$ cat src/rtl/irig_pkg.sv
// Shared IRIG-B definitions for the encoder, the bit mapper and decoder-side benches.
// Holds symbol encodings, symbol high times, frame geometry, marker positions
// and the packed timestamp that forms the frame and holding registers.
package irig_pkg;

  // Symbol encodings as driven on the sym output
  localparam logic [1:0] SYM_D0   = 2'd0;
  localparam logic [1:0] SYM_D1   = 2'd1;
  localparam logic [1:0] SYM_MARK = 2'd2;

  // High time per symbol and position length, in milliseconds
  localparam int unsigned HI_D0_MS   = 2;
  localparam int unsigned HI_D1_MS   = 5;
  localparam int unsigned HI_MARK_MS = 8;
  localparam int unsigned BIT_MS     = 10;

  localparam int unsigned FRAME_BITS = 100;

  // Marker positions: 0 and every position ending in 9
  localparam logic [FRAME_BITS-1:0] MARKER_MASK =
      (100'd1 << 0)  | (100'd1 << 9)  | (100'd1 << 19) | (100'd1 << 29) |
      (100'd1 << 39) | (100'd1 << 49) | (100'd1 << 59) | (100'd1 << 69) |
      (100'd1 << 79) | (100'd1 << 89) | (100'd1 << 99);

  // Timestamp as carried by the holding and frame registers (BCD except sbs)
  typedef struct packed {
    logic [6:0]  sec;
    logic [6:0]  min;
    logic [5:0]  hour;
    logic [9:0]  day;
    logic [7:0]  year;
    logic [16:0] sbs;
  } ts_t;

  // High time in ms for a symbol
  function automatic logic [3:0] hi_ms(logic [1:0] s);
    case (s)
      SYM_D1:   return 4'(HI_D1_MS);
      SYM_MARK: return 4'(HI_MARK_MS);
      default:  return 4'(HI_D0_MS);
    endcase
  endfunction

endpackage

$ cat src/rtl/irig_encoder_if.sv
// Timestamp load channel of the IRIG encoder: one-deep valid/ready offer of a
// full timestamp. master = timestamp source, slave = encoder.
interface irig_encoder_if;
  logic        ts_valid;
  logic        ts_ready;
  logic [6:0]  ts_sec;
  logic [6:0]  ts_min;
  logic [5:0]  ts_hour;
  logic [9:0]  ts_day;
  logic [7:0]  ts_year;
  logic [16:0] ts_sbs;

  modport master (
    output ts_valid, ts_sec, ts_min, ts_hour, ts_day, ts_year, ts_sbs,
    input  ts_ready
  );

  modport slave (
    input  ts_valid, ts_sec, ts_min, ts_hour, ts_day, ts_year, ts_sbs,
    output ts_ready
  );
endinterface

$ cat src/rtl/irig_bit_map.sv
// Combinational IRIG-B frame bit map: frame position + timestamp -> symbol.
// Ports:
//   bit_idx  in  frame position 0..99 (out-of-range positions give d0)
//   frame    in  timestamp being transmitted
//   sym      out symbol code (SYM_D0 / SYM_D1 / SYM_MARK)
module irig_bit_map
  import irig_pkg::*;
(
  input  logic [6:0] bit_idx,
  input  ts_t        frame,
  output logic [1:0] sym
);

  // Field bits laid out by frame position, LSB first; unlisted positions stay 0
  logic [FRAME_BITS-1:0] field_bits;

  always_comb begin
    field_bits        = '0;
    field_bits[4:1]   = frame.sec[3:0];
    field_bits[8:6]   = frame.sec[6:4];
    field_bits[13:10] = frame.min[3:0];
    field_bits[17:15] = frame.min[6:4];
    field_bits[23:20] = frame.hour[3:0];
    field_bits[26:25] = frame.hour[5:4];
    field_bits[33:30] = frame.day[3:0];
    field_bits[38:35] = frame.day[7:4];
    field_bits[41:40] = frame.day[9:8];
    field_bits[53:50] = frame.year[3:0];
    field_bits[58:55] = frame.year[7:4];
    field_bits[88:80] = frame.sbs[8:0];
    field_bits[97:90] = frame.sbs[16:9];
  end

  always_comb begin
    sym = SYM_D0;
    if (bit_idx < 7'(FRAME_BITS)) begin
      if (MARKER_MASK[bit_idx]) begin
        sym = SYM_MARK;
      end else if (field_bits[bit_idx]) begin
        sym = SYM_D1;
      end
    end
  end

endmodule

$ cat src/rtl/irig_encoder.sv
// IRIG-B (DC level-shift) frame transmitter. Each accepted pps starts a
// 100-position, 1 s frame carrying the timestamp taken from a one-deep
// holding register loaded over a valid/ready channel.
// Ports:
//   clk, rst      clock, synchronous active-high reset
//   enable        transmitter enable; low forces idle next cycle
//   pps           one-cycle on-time pulse, starts (or restarts) a frame
//   ts            timestamp load channel (slave side)
//   irig_out      IRIG-B level output
//   frame_active  frame in progress
//   bit_idx, sym  current frame position and its symbol
//   ts_stale      pulse: frame started without a fresh timestamp
//   sync_err      pulse: pps arrived while a frame was in progress
module irig_encoder
  import irig_pkg::*;
#(
  parameter int unsigned CLK_HZ = 10_000_000
) (
  input  logic         clk,
  input  logic         rst,
  input  logic         enable,
  input  logic         pps,
  irig_encoder_if.slave ts,
  output logic         irig_out,
  output logic         frame_active,
  output logic [6:0]   bit_idx,
  output logic [1:0]   sym,
  output logic         ts_stale,
  output logic         sync_err
);

  localparam int unsigned MS_DIV = CLK_HZ / 1000;
  localparam int unsigned MsW    = (MS_DIV > 1) ? $clog2(MS_DIV) : 1;
  localparam logic [MsW-1:0] MsLast = MsW'(MS_DIV - 1);

  typedef enum logic [0:0] {StIdle, StTx} state_e;

  state_e         state_q, state_d;
  logic [MsW-1:0] ms_cnt_q, ms_cnt_d;
  logic [3:0]     ms_in_bit_q, ms_in_bit_d;
  logic [6:0]     bit_idx_q, bit_idx_d;
  logic [1:0]     sym_q, sym_d;
  logic           irig_out_q, irig_out_d;
  logic           stale_q, stale_d;
  logic           sync_err_q, sync_err_d;
  logic           full_q, full_d;
  ts_t            hold_q, hold_d;
  ts_t            frame_q, frame_d;

  ts_t        ts_in;
  logic       load;
  logic [1:0] map_sym;

  assign ts_in.sec  = ts.ts_sec;
  assign ts_in.min  = ts.ts_min;
  assign ts_in.hour = ts.ts_hour;
  assign ts_in.day  = ts.ts_day;
  assign ts_in.year = ts.ts_year;
  assign ts_in.sbs  = ts.ts_sbs;

  assign load = ts.ts_valid && !full_q;

  always_comb begin
    state_d     = state_q;
    ms_cnt_d    = ms_cnt_q;
    ms_in_bit_d = ms_in_bit_q;
    bit_idx_d   = bit_idx_q;
    stale_d     = 1'b0;
    sync_err_d  = 1'b0;
    full_d      = full_q;
    hold_d      = hold_q;
    frame_d     = frame_q;

    if (load) begin
      hold_d = ts_in;
      full_d = 1'b1;
    end

    if (!enable) begin
      state_d     = StIdle;
      ms_cnt_d    = '0;
      ms_in_bit_d = '0;
      bit_idx_d   = '0;
    end else if (pps) begin
      sync_err_d  = (state_q == StTx);
      state_d     = StTx;
      ms_cnt_d    = '0;
      ms_in_bit_d = '0;
      bit_idx_d   = '0;
      if (full_q) begin
        frame_d = hold_q;
        full_d  = 1'b0;
      end else if (load) begin
        // Same-cycle load bypasses the holding register
        frame_d = ts_in;
        full_d  = 1'b0;
      end else begin
        stale_d = 1'b1;
      end
    end else if (state_q == StTx) begin
      if (ms_cnt_q == MsLast) begin
        ms_cnt_d = '0;
        if (ms_in_bit_q == 4'(BIT_MS - 1)) begin
          ms_in_bit_d = '0;
          if (bit_idx_q == 7'(FRAME_BITS - 1)) begin
            state_d   = StIdle;
            bit_idx_d = '0;
          end else begin
            bit_idx_d = bit_idx_q + 7'd1;
          end
        end else begin
          ms_in_bit_d = ms_in_bit_q + 4'd1;
        end
      end else begin
        ms_cnt_d = ms_cnt_q + MsW'(1);
      end
    end
  end

  // Outputs are computed from next state so they register in step with it
  irig_bit_map u_bit_map (
    .bit_idx (bit_idx_d),
    .frame   (frame_d),
    .sym     (map_sym)
  );

  assign sym_d      = (state_d == StTx) ? map_sym : SYM_D0;
  assign irig_out_d = (state_d == StTx) && (ms_in_bit_d < hi_ms(map_sym));

  always_ff @(posedge clk) begin
    if (rst) begin
      state_q     <= StIdle;
      ms_cnt_q    <= '0;
      ms_in_bit_q <= '0;
      bit_idx_q   <= '0;
      sym_q       <= SYM_D0;
      irig_out_q  <= 1'b0;
      stale_q     <= 1'b0;
      sync_err_q  <= 1'b0;
      full_q      <= 1'b0;
      hold_q      <= '0;
      frame_q     <= '0;
    end else begin
      state_q     <= state_d;
      ms_cnt_q    <= ms_cnt_d;
      ms_in_bit_q <= ms_in_bit_d;
      bit_idx_q   <= bit_idx_d;
      sym_q       <= sym_d;
      irig_out_q  <= irig_out_d;
      stale_q     <= stale_d;
      sync_err_q  <= sync_err_d;
      full_q      <= full_d;
      hold_q      <= hold_d;
      frame_q     <= frame_d;
    end
  end

  assign ts.ts_ready   = !full_q;
  assign irig_out      = irig_out_q;
  assign frame_active  = (state_q == StTx);
  assign bit_idx       = bit_idx_q;
  assign sym           = sym_q;
  assign ts_stale      = stale_q;
  assign sync_err      = sync_err_q;

endmodule

$ cat src/flat_wrapper.sv
// flat-port wrapper written by rule: the top's interface ports become plain ports
module irig_encoder_flat import irig_pkg::*;
#(
  parameter int unsigned CLK_HZ = 10_000_000
)
  (clk, rst, enable, pps, irig_out, frame_active, bit_idx, sym, ts_stale, sync_err, ts_ts_valid, ts_ts_sec, ts_ts_min, ts_ts_hour, ts_ts_day, ts_ts_year, ts_ts_sbs, ts_ts_ready);
  irig_encoder_if ts_i ();
  input  logic clk;
  input  logic rst;
  input  logic enable;
  input  logic pps;
  output logic irig_out;
  output logic frame_active;
  output logic [6:0] bit_idx;
  output logic [1:0] sym;
  output logic ts_stale;
  output logic sync_err;
  input wire logic [$bits(ts_i.ts_valid)-1:0] ts_ts_valid;
  input wire logic [$bits(ts_i.ts_sec)-1:0] ts_ts_sec;
  input wire logic [$bits(ts_i.ts_min)-1:0] ts_ts_min;
  input wire logic [$bits(ts_i.ts_hour)-1:0] ts_ts_hour;
  input wire logic [$bits(ts_i.ts_day)-1:0] ts_ts_day;
  input wire logic [$bits(ts_i.ts_year)-1:0] ts_ts_year;
  input wire logic [$bits(ts_i.ts_sbs)-1:0] ts_ts_sbs;
  output wire logic [$bits(ts_i.ts_ready)-1:0] ts_ts_ready;
  assign ts_i.ts_valid = ts_ts_valid;
  assign ts_i.ts_sec = ts_ts_sec;
  assign ts_i.ts_min = ts_ts_min;
  assign ts_i.ts_hour = ts_ts_hour;
  assign ts_i.ts_day = ts_ts_day;
  assign ts_i.ts_year = ts_ts_year;
  assign ts_i.ts_sbs = ts_ts_sbs;
  assign ts_ts_ready = ts_i.ts_ready;
  irig_encoder #(.CLK_HZ(CLK_HZ)) u_core (.clk(clk), .rst(rst), .enable(enable), .pps(pps), .ts(ts_i), .irig_out(irig_out), .frame_active(frame_active), .bit_idx(bit_idx), .sym(sym), .ts_stale(ts_stale), .sync_err(sync_err));
endmodule
$ cat config.mk
export PLATFORM = sky130hd
export DESIGN_NAME = irig_encoder_flat
export DESIGN_NICKNAME = d
export VERILOG_FILES = /design/src/rtl/irig_pkg.sv /design/src/rtl/irig_encoder_if.sv /design/src/rtl/irig_bit_map.sv /design/src/rtl/irig_encoder.sv /design/src/flat_wrapper.sv
export SDC_FILE = /design/constraint.sdc
export NUM_CORES = 1
export LEC_CHECK = 0
export BUFFER_PORTS_ARGS = -buffer_cell sky130_fd_sc_hd__buf_2
export CAP_MARGIN = 10
export CORE_MARGIN = 2
export CORE_UTILIZATION = 50
export CTS_CLUSTER_SIZE = 30
export DETAILED_ROUTE_END_ITERATION = 8
export GPL_ROUTABILITY_DRIVEN = 0
export HOLD_SLACK_MARGIN = 0.06
export PLACE_DENSITY = 0.7
export SYNTH_ARGS = -nofsm -noshare
export SYNTH_HDL_FRONTEND = slang
export SYNTH_SLANG_ARGS = --single-unit
$ cat constraint.sdc
create_clock -name clk -period 8.85 [get_ports clk]
set_input_delay 1.3275 -clock clk [delete_from_list [all_inputs] [get_ports clk]]
set_output_delay 1.3275 -clock clk [all_outputs]
set_load 0.02 [all_outputs]
Word-level counts from Yosys, hierarchy flattened
Memories as Yosys holds them, arrays and structs flattened.
Index checks and enable logic that the tools add are counted.
- bits in read-only memories: 128
- register bits: 142
- word-level logic and storage cells: 78
- output and inout port bits: 14
- memories: 1
- bitwise logic cells: 3
- magnitude comparators: 3
- reductions and logical operators: 7
- add/subtract/negate cells: 3
- equal/unequal tests: 5
- multiplexer cells: 35
- memories (name ; words ; bits a word ; read ports ; clocked after Yosys merged registers in ; wr ports ; line ; text):
    (name not given) ; 128 ; 1 ; 1 ; 0 ; 0 ; irig_bit_map.sv:37 ; if (MARKER_MASK[bit_idx]) begin
- operator list (cell ; count):
    55-bit 2-to-1 mux ; 4
    7-bit 2-to-1 mux ; 6
    4-bit 2-to-1 mux ; 5
    1-bit 2-to-1 mux ; 15
    14-bit by 1-bit adder with 14-bit output (second input constant) ; 1
    14-bit equality test (second input constant) ; 1
    14-bit 2-to-1 mux ; 1
    7-bit by 8-bit less-than comparator with 1-bit output (second input constant) ; 1
    4-bit case mux with 2 select lines ; 1
    7-bit by 1-bit adder with 7-bit output (second input constant) ; 1
    1-bit binary-select mux with 7-bit select ; 1
    7-bit equality test (second input constant) ; 1
    7-bit less-than comparator (second input constant) ; 1
    3-bit OR reduction ; 2
    4-bit by 1-bit adder with 4-bit output (second input constant) ; 1
    4-bit equality test (second input constant) ; 1
    4-bit less-than comparator ; 1
    2-bit 2-to-1 mux ; 2
    4-bit OR reduction ; 1
    1-bit inverter ; 3
    2-bit by 1-bit equality test with 1-bit output (second input constant) ; 1
    2-bit equality test (second input constant) ; 1
    1-bit logical AND ; 2
    2-bit OR reduction ; 1
    1-bit zero test ; 1

Longest topological paths before layout
Gate-level depths: netlist of the first run.
- depth in word-level cells: 16
- gate-level depth with buffers: 19

By module
A second synthesis of the first run with hierarchy kept.
- cell total of the unflattened synthesis: 884
- area, all modules: 7199.4 sq um
- by module, submodules not included (module ; area an instance (sq um) ; sequential area each (sq um) ; instances ; cells an instance):
    irig_encoder ; 6475.0 ; 2842.7 ; 1 ; 789
    irig_bit_map ; 724.4 ; 0.0 ; 1 ; 95

Least setup slack after synthesis of the first run
Ideal clock, no wire load.
- path kind: input to register
- start: input port ts_ts_valid
- end: register u_core.irig_out_q, in the netlist u_core.irig_out
- setup slack: 4.506 ns
- path buffers: 2
- stages: 17
- arrival: 4.258 ns
- path through: clkbuf_1 nand3_1 clkbuf_1 o22ai_1 nand2_1 o221ai_1 o32ai_1 a211oi_1 o221ai_2 a211oi_2 a21oi_1 ha_1 inv_1 ha_1 a21o_1 a21o_1 a211oi_1
- longest elaborated chain between the ends: 14
- elaborated cells on any way between the ends: 15
- ends and longest elaborated chain (what ; line ; text):
    start, declared ; flat_wrapper.sv:18 ; input wire logic [$bits(ts_i.ts_valid)-1:0] ts_ts_valid;
    1-bit logical AND * ; irig_encoder.sv:61 ; assign load = ts.ts_valid && !full_q;
    55-bit 2-to-1 mux * ; irig_encoder.sv:93 ; end else if (load) begin
    55-bit 2-to-1 mux * ; irig_encoder.sv:90 ; if (full_q) begin
    55-bit 2-to-1 mux * ; irig_encoder.sv:84 ; end else if (pps) begin
    55-bit 2-to-1 mux * ; irig_encoder.sv:79 ; if (!enable) begin
    1-bit binary-select mux with 7-bit select * ; irig_bit_map.sv:39 ; end else if (field_bits[bit_idx]) begin
    1-bit 2-to-1 mux (not written as such) * ; irig_bit_map.sv:39 ;
    1-bit 2-to-1 mux * ; irig_bit_map.sv:39 ;
    2-bit 2-to-1 mux * ; irig_bit_map.sv:37 ;
    2-bit 2-to-1 mux * ; irig_bit_map.sv:36 ; if (bit_idx < 7'(FRAME_BITS)) begin
    via u_core.map_sym[0] ; irig_encoder.sv:52 ; logic [1:0] map_sym;
    2-bit equality test or 2-bit by 1-bit equality test with 1-bit output (tied branches) ; irig_pkg.sv:37 ; case (s)
    4-bit case mux with 2 select lines * ; irig_pkg.sv:37 ;
    4-bit less-than comparator * ; irig_encoder.sv:128 ; assign irig_out_d = (state_d == StTx) && (ms_in_bit_d < hi_ms(map_sym));
    1-bit logical AND * ; irig_encoder.sv:128 ;
    end signal, assigned ; irig_encoder.sv:149 ; irig_out_q <= irig_out_d;
    end, declared ; irig_encoder.sv:43 ; logic irig_out_q, irig_out_d;
The timed path passes the listed nets; every way through them passes the cells marked *. The select of a mux whose other input is x is not followed.
A chain may end at the register's enable or synchronous reset.

Final worst setup path of the first run
Same ends and word-level chain as after synthesis.

==> flow_summary.json, run 1 <==
{
  "first_global_vias": 6157,
  "io_buffers": 73,
  "drt-vias-per-instance": 6.158,
  "vdd_ir_drop_max_mv": 0.1747,
  "postSynth.topFlopCell": "dfxtp_1",
  "final.period_utilization_pct": 59.11,
  "tightest_slew_ps": 1155,
  "timing.max_cap.violations": 0,
  "cts_max_path_buffers": 2,
  "worst_r2r_src": "u_core.ms_cnt_q[0]",
  "kind_of_start_point_of_the_critical_path": "input port",
  "cts.htree.levels": 4,
  "worstHoldPathCells": 2,
  "floorplan.rows": 43,
  "clkSinkCount": 142,
  "yosysSeqAreaShare_pct": 39.90,
  "power_per_cell_area_nw_per_um2": 204.4,
  "fp.coreArea_um2": 13880,
  "chipWidth_um": 123.4,
  "timing.critical_path.buf_inv": 3,
  "cts.reportedPaths.clkPinSlew_ps": 60,
  "critical_path_cell_count": 17,
  "timing.rr.end": "u_core.irig_out",
  "design.portCount": 74,
  "ys_warn_count": 0,
  "final_period_minus_worst_setup_slack_ps": 5232,
  "synthesis.instances": 888,
  "synth_area_per_cell_um2": 8.023,
  "holdCritPathClass": "register to register",
  "timing.hold.worst.start": "u_core.hold_q[24]",
  "synth_edf_count": 0,
  "wire_per_inst_um": 18.00,
  "timing.critical_path.to_type": "register",
  "synth_area_leader_cell": "dfxtp_1",
  "worst-r2r-cell-count": 16,
  "critical-path-slowest-cell": "nand3_2",
  "cts-hold-fix-buffers": 0,
  "number_of_distinct_library_cells_after_synthesis": 82,
  "drcViolationCount": 0,
  "routed-via-count": 6817,
  "crit_top_cell": "a21oi_1",
  "grt-ovfl-total": 0,
  "yosys_register_bits": 142,
  "drt-total-wl_um": 19920,
  "syn_nets": 955,
  "utilization_of_the_core_after_routing_pct": 58.45,
  "fmax_mhz": 191.1,
  "clkLatencyLatePin_ps": 430,
  "min_delay_worst_endpoint": "u_core.hold_q[24]",
  "path_class": "input port to register",
  "cp_cell_sequence": "buf_2, buf_4, nand3_2, o22ai_1, a21oi_1, a31oi_1, a211oi_1, a221oi_1, nand2_1, a21oi_1, a21oi_1, ha_1, inv_1, ha_1, a21o_1, a21o_1, a211oi_1",
  "final_antenna_net_count": 0,
  "crit_fanout": 54,
  "syn-cell-area_um2": 7124,
  "worstPathArrival_ps": 5570,
  "cts_tree": "built",
  "ctsResizeCount": 0,
  "post_cts_buffers": 0,
  "final_max_slew_viol_count": 0,
  "dp_hpwl_um": 12720,
  "synthArstFlopShare_pct": 0,
  "global_route_wire_length_before_repair_um": 31750,
  "dieArea_um2": 15220,
  "grt_start_max_net_pins": 82,
  "fp.dieH_um": 123.4,
  "cp_slowest_stage_delay_ps": 920,
  "number_of_antenna_violations_at_the_first_check_in_global_routing": 0,
  "skew_ps": 8.158,
  "dr.first_iter.drc_count": 786,
  "layout_cell_share_with_drive_strength_beyond_1_pct": 15.43,
  "cellLeakagePower_nw": 3.086,
  "cpLargestDelayFamily": "compound AO/OA/AOI/OAI gates",
  "ant_cells": 0,
  "detail_route.first_pass.iterations": 6,
  "timing.final.setup_violations": 0,
  "areaGrowthSynthToFinish_pct": 13.87,
  "netlist_top_cells_area": "dfxtp_1 (40%), nand2_1 (7.8%), o22ai_1 (7.0%)",
  "global_route.usage.total_pct": 26.70,
  "total_power_mw": 1.659,
  "final-hold-violation-count": 0,
  "worst_slew_margin_rel_pct": 22.70,
  "initial_cell_density_of_the_core_pct": 51.33,
  "net_total_in_the_final_layout": 983,
  "critical_path_required_ps": 9190,
  "run_status": "complete, no violations",
  "cts-root-buf": "clkbuf_16",
  "grt_setup_unrepaired": "false",
  "worst-r2r-setup-slack_ps": 4430,
  "tritoncts.num_buffers": 17,
  "post_synth_top_area_share_pct": 39.90,
  "final_tns_setup_ps": 0
}
==> metal layers <==
metal  global-route usage [%]  vias to the layer above  share of wire (%)
li1                         -                     3278                  -
met1                    37.18                     3218                 45
met2                    40.66                      294                 46
met3                    5.397                       27                7.3
met4                    10.09                        0                1.8
met5                        0                        -                  0
==> worst max path at each step <==
stage,start,to
2_1_floorplan,ts_ts_valid,u_core.irig_out
3_3_place_gp,ts_ts_valid,u_core.irig_out
3_5_place_dp,ts_ts_valid,u_core.irig_out
4_1_cts,ts_ts_valid,u_core.irig_out
5_1_grt,ts_ts_valid,u_core.irig_out
6_report,ts_ts_valid,u_core.irig_out
==> tightest hold or removal path: stages, from the launching register on <==
cell and delay (ps):
dfxtp_1 310, nand2_1 50, a21oi_1 50
==> Yosys cell counts, drive strengths merged (3+ instances only) <==
cell type and instances:
mux2 3, and2 8, nand3 22, clkbuf 58, xnor2 8, a32o 3
nor2b 16, nor3b 3, ha 7, and3 6, o21a 3, nand2b 3
o21ai 21, buf 12, nor3 14, mux2i 11, o22a 3, a221oi 7
a21oi 80, inv 8, or3 6, dfxtp 142, a21o 27, xor2 12
nand4 5, a31oi 6, o22ai 80, nor2 92, nand2 150, o221ai 15
a211oi 11, o31ai 5, o211ai 3
==> sequential cells by signal, indices dropped and copies added, names as in the netlist <==
name,flops
u_core.ms_cnt_q,14
u_core.frame_active,1
u_core.ts_stale,1
u_core.hold_q,55
u_core.frame_q,55
u_core.ms_in_bit_q,4
u_core.full_q,1
u_core.irig_out,1
u_core.bit_idx,7
u_core.sync_err,1
u_core.sym,2
==> layout make-up <==
type | count | area (um^2)
clock buffer | 19 | 452.9
fill | 1290 | 5768
inverter | 8 | 30.03
multi-input combinational | 668 | 3935
timing repair buffer | 79 | 412.9
tap | 180 | 225.2
sequential | 142 | 2843
clock inverter | 11 | 214.0
==> placed cells by master, fill, tap and decap left out, types with 5 or more instances in the layout <==
cell type	instances
nand2_1	147
dfxtp_1	142
nor2_1	90
o22ai_1	80
a21oi_1	79
buf_2	72
a21o_1	26
nand3_1	19
clkbuf_16	17
nor2b_1	16
o21ai_0	16
o221ai_1	14
nor3_1	13
xor2_1	12
mux2i_1	11
a211oi_1	9
xnor2_1	8
inv_1	7
a221oi_1	7
ha_1	7
buf_4	7
and2_1	6
a31oi_1	6
or3_1	6
bufinv_16	6
and3_1	5
o31ai_1	5
nand4_1	5
==> per-stage QoR <==
stage	cells	worst slack, ps	cell area (um^2)	hold slack (ps)
floorplan	888	4506	7124	432.0
global placement	1077	3346	7446	439.5
detailed placement	1077	3204	7446	448.9
CTS	1107	3659	8113	457.0
global route	1107	3268	8113	471.9
finish	1107	3618	8113	457.2
==> cell families (layout without fill, tap and decap cells) <==
family                     after synthesis  in the layout  share of synthesized area (%)
AOI/OAI and AO/OA                      288            288                          26.68
muxes                                   14             14                          2.020
adders and majority gates                7              7                          1.229
DFF                                    142            142                          39.90
and+or+nand+nor                        338            338                          22.22
buffers and inverters                   78            117                          5.163
xor gates and xnor gates                21             21                          2.792
==> report_power, final <==
part	internal [mW]	total, mW	switching (mW)
clock network	0.539	0.809	0.270
logic	0.0622	0.163	0.101
registers	0.669	0.686	0.0170
No activity file was read; power rests on OpenSTA's default activity.
==> run 2, diff against run 1 <==
--- a/config.mk
+++ b/config.mk
@@ -13,7 +13,7 @@
 export DETAILED_ROUTE_END_ITERATION = 8
 export GPL_ROUTABILITY_DRIVEN = 0
 export HOLD_SLACK_MARGIN = 0.06
-export PLACE_DENSITY = 0.7
+export PLACE_DENSITY = 0.73
 export SYNTH_ARGS = -nofsm -noshare
 export SYNTH_HDL_FRONTEND = slang
 export SYNTH_SLANG_ARGS = --single-unit
==> constraint.sdc (replaced) <==
create_clock -name clk -period 4.6 [get_ports clk]
set_input_delay 0.69 -clock clk [delete_from_list [all_inputs] [get_ports clk]]
set_output_delay 0.69 -clock clk [all_outputs]
set_load 0.02 [all_outputs]
==> flow_summary.json, run 2 (synthesis gave the netlist of run 1 again) <==
{
  "run_status": "complete, no violations",
  "tightest_slew_ps": 1174,
  "clkSinkCount": 142,
  "net_total_in_the_final_layout": 1002,
  "cts-root-buf": "clkbuf_16",
  "worstPathArrival_ps": 4540,
  "timing.final.setup_violations": 0,
  "cts.reportedPaths.clkPinSlew_ps": 70,
  "cts.htree.levels": 4,
  "crit_fanout": 15,
  "worst_r2r_src": "u_core.ms_cnt_q[0]",
  "cts_tree": "built",
  "drcViolationCount": 0,
  "drt-total-wl_um": 20390,
  "fp.coreArea_um2": 13880,
  "cellLeakagePower_nw": 3.151,
  "routed-via-count": 6895,
  "holdCritPathClass": "register to register",
  "number_of_antenna_violations_at_the_first_check_in_global_routing": 0,
  "critical_path_cell_count": 16,
  "grt_start_max_net_pins": 66,
  "dr.first_iter.drc_count": 722,
  "final-hold-violation-count": 0,
  "floorplan.rows": 43,
  "dp_hpwl_um": 13710,
  "dieArea_um2": 15220,
  "areaGrowthSynthToFinish_pct": 15.37,
  "final_tns_setup_ps": 0,
  "cp_slowest_stage_delay_ps": 540,
  "drt-vias-per-instance": 6.113,
  "chipWidth_um": 123.4,
  "num-fill-cells": 1268,
  "worstHoldPathCells": 2,
  "crit_top_cell": "ha_1",
  "timing.critical_path.buf_inv": 1,
  "utilization_of_the_core_after_routing_pct": 59.21,
  "global_route.usage.total_pct": 27.24,
  "skew_ps": 10.10,
  "worst-r2r-cell-count": 16,
  "cts-hold-fix-buffers": 0,
  "timing.hold.worst.start": "u_core.hold_q[54]",
  "worst-r2r-setup-slack_ps": 390,
  "min_delay_worst_endpoint": "u_core.hold_q[54]",
  "final_period_minus_worst_setup_slack_ps": 4206,
  "clkLatencyLatePin_ps": 430,
  "fp.dieH_um": 123.4,
  "final_max_slew_viol_count": 0,
  "kind_of_start_point_of_the_critical_path": "register",
  "grt-ovfl-total": 0,
  "design.portCount": 74,
  "path_class": "register to register",
  "final.period_utilization_pct": 91.43,
  "ant_cells": 0,
  "layout_cell_share_with_drive_strength_beyond_1_pct": 17.30,
  "timing.critical_path.to_type": "register",
  "timing.max_cap.violations": 0,
  "worst_slew_margin_rel_pct": 21.44,
  "power_per_cell_area_nw_per_um2": 372.1,
  "critical_path_required_ps": 4940,
  "layout_commonest_cell": "nand2_1",
  "detail_route.first_pass.iterations": 6,
  "fmax_mhz": 237.8,
  "stdcell_area_um2": 8219,
  "cpLargestDelayFamily": "compound AO/OA/AOI/OAI gates",
  "timing.rr.end": "u_core.irig_out",
  "grt_setup_unrepaired": "false",
  "final_antenna_net_count": 0,
  "vdd_ir_drop_max_mv": 0.2365,
  "layout.cells.most_common_list": "nand2_1 (147), dfxtp_1 (142), nor2_1 (90)",
  "instance_area_at_placement_um2": 7614,
  "multi_input_area_um2": 3935,
  "largestRegisters": "u_core.frame_q: 55 flops, u_core.hold_q: 55 flops, u_core.ms_cnt_q: 14 flops",
  "critical-path-slowest-cell": "or4_4",
  "register_area_um2": 2843,
  "initial_cell_density_of_the_core_pct": 51.33,
  "cts_max_path_buffers": 2,
  "ctsResizeCount": 0,
  "post_cts_buffers": 0,
  "io_buffers": 73,
  "global_route_wire_length_before_repair_um": 32420,
  "tritoncts.num_buffers": 17,
  "cp_cell_sequence": "ha_1, and4_1, nand2_4, or4_4, nand2_4, mux2_2, o221a_2, a211oi_1, a211oi_2, a21oi_1, ha_1, inv_1, ha_1, a21o_1, a21o_1, a211oi_1",
  "first_global_vias": 6320,
  "wire_per_inst_um": 18.08
}
run 2: cell types whose count changed in the layout (fill, tap and decap cells not counted):
cell and change:
bufinv_16 -4, clkinv_2 -2, inv_6 +5, buf_4 +17, clkinvlp_4 +1, clkinv_4 +2, buf_12 +2
run 2: worst max-delay path by stage:
stage	from	to
6_report	u_core.ms_cnt_q[0]	u_core.irig_out
5_1_grt	u_core.ms_cnt_q[0]	u_core.irig_out
4_1_cts	u_core.ms_cnt_q[0]	u_core.irig_out
3_5_place_dp	u_core.ms_cnt_q[0]	u_core.irig_out
3_3_place_gp	u_core.ms_cnt_q[0]	u_core.irig_out
2_1_floorplan	u_core.frame_active	u_core.irig_out
run 2: power breakdown:
| part | switching (mW) | leakage [nW] | internal [mW] |
|---|---|---|---|
| combinational | 0.205 | 1.70 | 0.128 |
| sequential | 0.0306 | 1.16 | 1.29 |
| clock | 0.571 | 0.288 | 0.837 |
run 2: worst min-delay path, stage by stage, from the launching register on:
cell and delay [ps]:
dfxtp_1 310, nand2_1 50, a21oi_1 50
run 2: final cells by class:
class,count,share of cell area (%)
multi-input cells,668,47.88
flip-flops and latches,142,34.59
repair buffers,98,7.063
clock buffers,19,5.511
well taps,180,2.740
clock inverters,13,1.857
inverters,8,0.3654
run 2: metal layers:
layer  wire length, um  GRT usage [%]
met1              9343          38.20
met2              9265          42.48
met3              1428          5.212
met4               352          8.097
met5                 0              0
run 2: through the flow:
stage | setup WS, ps | hold WS, ps | power [mW] | std cells
2_1_floorplan | 857.7 | 432.0 | 1.557 | 888
6_report | 394.3 | 454.9 | 3.058 | 1128
3_3_place_gp | 548.7 | 445.4 | 1.663 | 1096
3_5_place_dp | 449.4 | 448.9 | 1.670 | 1096
4_1_cts | 366.9 | 457.2 | 3.064 | 1128
5_1_grt | 96.84 | 472.1 | 3.157 | 1128
==> run 3, diff against run 2 <==
--- a/config.mk
+++ b/config.mk
@@ -16,4 +16,5 @@
 export PLACE_DENSITY = 0.73
 export SYNTH_ARGS = -nofsm -noshare
 export SYNTH_HDL_FRONTEND = slang
+export SYNTH_HIERARCHICAL = 1
 export SYNTH_SLANG_ARGS = --single-unit
==> flow_summary.json, run 3 <==
{
  "cpLargestDelayFamily": "compound AO/OA/AOI/OAI gates",
  "worst_r2r_src": "u_core/ms_cnt_q[0]",
  "synth_commonest_cells": "dfxtp_1 (142), nand2_1 (131), nor2b_1 (116), a21oi_1 (111), a22oi_1 (56)",
  "cts-root-buf": "clkbuf_16",
  "num-fill-cells": 1236,
  "post_synth_top_area_share_pct": 39.49,
  "cellLeakagePower_nw": 3.112,
  "dr.first_iter.drc_count": 454,
  "global_route.usage.met1_pct": 32.88,
  "pre_cts_ws_ps": 232.5,
  "crit_fanout": 16,
  "instance_area_at_placement_um2": 7737,
  "yosysMostFrequentCell": "dfxtp_1",
  "holdCritPathClass": "register to register",
  "internal_power_mw": 2.513,
  "final-hold-violation-count": 0,
  "synthesis.instances": 884,
  "ys_warn_count": 6,
  "utilization_of_the_core_after_routing_pct": 60.43,
  "number_of_antenna_violations_at_the_first_check_in_global_routing": 0,
  "cts-hold-fix-buffers": 0,
  "cp_cell_sequence": "ha_1, and4_4, nand2_1, nor2_2, mux2i_2, nor2_4, buf_12, inv_1, nand2_1, mux4_2, a211oi_1, o311a_1, inv_1, ha_1, inv_1, ha_1, a21o_1, a21o_1, a21oi_1, o311a_1",
  "global_route_wire_length_before_repair_um": 29930,
  "combPwrFrac_pct": 9.0,
  "timing.max_cap.violations": 0,
  "syn-cell-area_um2": 7199,
  "gr-usage-met3_pct": 5.403,
  "ctsResizeCount": 0,
  "hold-worst-slack_ps": 454.0,
  "global_route.usage.total_pct": 24.89,
  "io_buffers": 73,
  "synth_area_leader_cell": "dfxtp_1",
  "drcViolationCount": 0,
  "worstHoldPathCells": 2,
  "fmax_mhz": 232.3,
  "netlist_top_cells_area": "dfxtp_1 (39%), nor2b_1 (10%), a21oi_1 (7.7%)",
  "seqPwrFrac_pct": 40.5,
  "power_per_cell_area_nw_per_um2": 383.2,
  "detail_route.first_pass.iterations": 5,
  "routed-via-count": 6384,
  "sw_frac_of_total_pct": 22.42,
  "areaGrowthSynthToFinish_pct": 17.41,
  "grt-ovfl-total": 0,
  "tritoncts.num_buffers": 17,
  "final_tns_setup_ps": 0,
  "worst_slew_margin_rel_pct": 21.04,
  "number_of_distinct_library_cells_after_synthesis": 56,
  "timing.final.setup_violations": 0,
  "grt.met2_usage_pct": 40.66,
  "layout_commonest_cell": "dfxtp_1",
  "clkSinkCount": 142,
  "total_power_mw": 3.239,
  "tightest_slew_ps": 1180,
  "layout_cell_share_with_drive_strength_beyond_1_pct": 18.16,
  "cts_tree": "built",
  "drt-vias-per-instance": 5.665,
  "min_delay_worst_endpoint": "u_core/hold_q[31]",
  "cts.htree.levels": 4,
  "timing.rr.end": "u_core/irig_out",
  "syn_nets": 951,
  "skew_ps": 12.13,
  "grt_start_max_net_pins": 68,
  "timing.hold.worst.start": "u_core/hold_q[31]",
  "worst-r2r-cell-count": 20,
  "cts.reportedPaths.clkPinSlew_ps": 60,
  "power.switching_mw": 0.7260,
  "grt_setup_unrepaired": "false",
  "largestRegisters": "u_core/frame_q: 55 flops, u_core/hold_q: 55 flops, u_core/ms_cnt_q: 14 flops",
  "final_period_minus_worst_setup_slack_ps": 4305,
  "worstPathArrival_ps": 4680,
  "critical_path_required_ps": 4980,
  "postLayoutSetupSlackWorst_ps": 294.8,
  "power_share_of_the_clock_group_pct": 50.4,
  "drt-total-wl_um": 18270,
  "finalNonFillerCells": 1127,
  "timing.critical_path.to_type": "register",
  "net_total_in_the_final_layout": 1001,
  "yosys_register_bits": 142,
  "post_cts_buffers": 0,
  "globalRoute.busiestLayer": "met2",
  "floorplan.rows": 43,
  "stdcell_area_um2": 8453,
  "fp.coreArea_um2": 13990,
  "run_status": "complete, no violations",
  "cts_max_path_buffers": 2,
  "place_inst": 1095,
  "final_max_slew_viol_count": 0,
  "final.period_utilization_pct": 93.59,
  "cp_slowest_stage_delay_ps": 470,
  "layout.cells.most_common_list": "dfxtp_1 (141), nand2_1 (129), nor2b_1 (115)",
  "initial_cell_density_of_the_core_pct": 51.47,
  "first_global_vias": 6091,
  "kind_of_start_point_of_the_critical_path": "register",
  "design.portCount": 74,
  "critical-path-slowest-cell": "mux4_2",
  "synthArstFlopShare_pct": 0,
  "dieArea_um2": 15370,
  "synth_edf_count": 0,
  "vdd_ir_drop_max_mv": 0.2687,
  "critPathLaunch": "u_core/ms_cnt_q[0]",
  "yosysSeqAreaShare_pct": 39.49,
  "dp_hpwl_um": 11430,
  "postSynth.topFlopCell": "dfxtp_1",
  "timing.critical_path.buf_inv": 4,
  "chipWidth_um": 124.0,
  "fp.dieH_um": 124.0,
  "synth_area_per_cell_um2": 8.144,
  "ant_cells": 0,
  "final_antenna_net_count": 0,
  "path_class": "register to register",
  "clkLatencyLatePin_ps": 430,
  "wire_per_inst_um": 16.21,
  "worst-r2r-setup-slack_ps": 290
}
-- run 3: cell count changes after synthesis, moves of 18 or more --
| cell | before | now |
|---|---|---|
| buf_2 | 3 | 25 |
| clkbuf_1 | 54 | 36 |
| a21oi_1 | 79 | 111 |
| o22ai_1 | 80 | 1 |
| nor2_1 | 91 | 39 |
| nor2b_1 | 16 | 116 |
| a21o_1 | 26 | 2 |
| o21ai_0 | 16 | 55 |
| a22oi_1 | 2 | 56 |
-- run 3: worst max path at each step --
stage / endpoint / slack [ps] / cells past startpoint
floorplan: u_core/irig_out / 390 / 21
global placement: u_core/irig_out / 340 / 20
detailed placement: u_core/irig_out / 230 / 20
CTS: u_core/irig_out / 150 / 20
global route: u_core/irig_out / 50 / 20
finish: u_core/irig_out / 290 / 20
-- run 3: tightest hold or removal path: cells and delay by family, from the launching register on --
kind / cells / cell delay (ps)
and+or+nand+nor: 1 / 50
DFF: 1 / 310
AOI/OAI and AO/OA: 1 / 50
-- run 3: power groups by stage --
stage          clock (mW)  sequential, mW  combinational, mW
4_1_cts              1.66            1.31              0.291
3_5_place_dp            0            1.34              0.289
3_3_place_gp            0            1.34              0.285
6_report             1.63            1.31              0.293
2_1_floorplan           0            1.33              0.195
5_1_grt              1.71            1.32              0.324
-- run 3: cell type report --
| type | count | area [um^2] | area share, % |
|---|---|---|---|
| clock buffers | 21 | 470.5 | 5.565 |
| repair buffers | 99 | 625.6 | 7.401 |
| multi-input cells | 663 | 4013 | 47.47 |
| inverters | 11 | 41.29 | 0.4885 |
| flip-flops and latches | 142 | 2844 | 33.64 |
| well taps | 180 | 225.2 | 2.664 |
| clock inverters | 11 | 234.0 | 2.768 |
-- run 3: per-layer routing --
| layer | up-vias | share of wire (%) |
|---|---|---|
| met2 | 182 | 48 |
| met1 | 3012 | 45 |
| met4 | 0 | 1.3 |
| li1 | 3168 | - |
| met3 | 22 | 5.7 |
| met5 | - | 0 |
-- run 3: logic make-up (layout without fill, tap and decap cells) --
| logic type | count (synthesis) | in the layout | share of synthesized area (%) |
|---|---|---|---|
| and+or+nand+nor | 351 | 351 | 25.77 |
| AOI/OAI and AO/OA | 259 | 259 | 21.22 |
| DFF | 142 | 142 | 39.49 |
| buffers and inverters | 79 | 142 | 5.196 |
| muxes | 25 | 25 | 4.553 |
| xor gates and xnor gates | 21 | 21 | 2.555 |
| adders and majority gates | 7 | 7 | 1.216 |
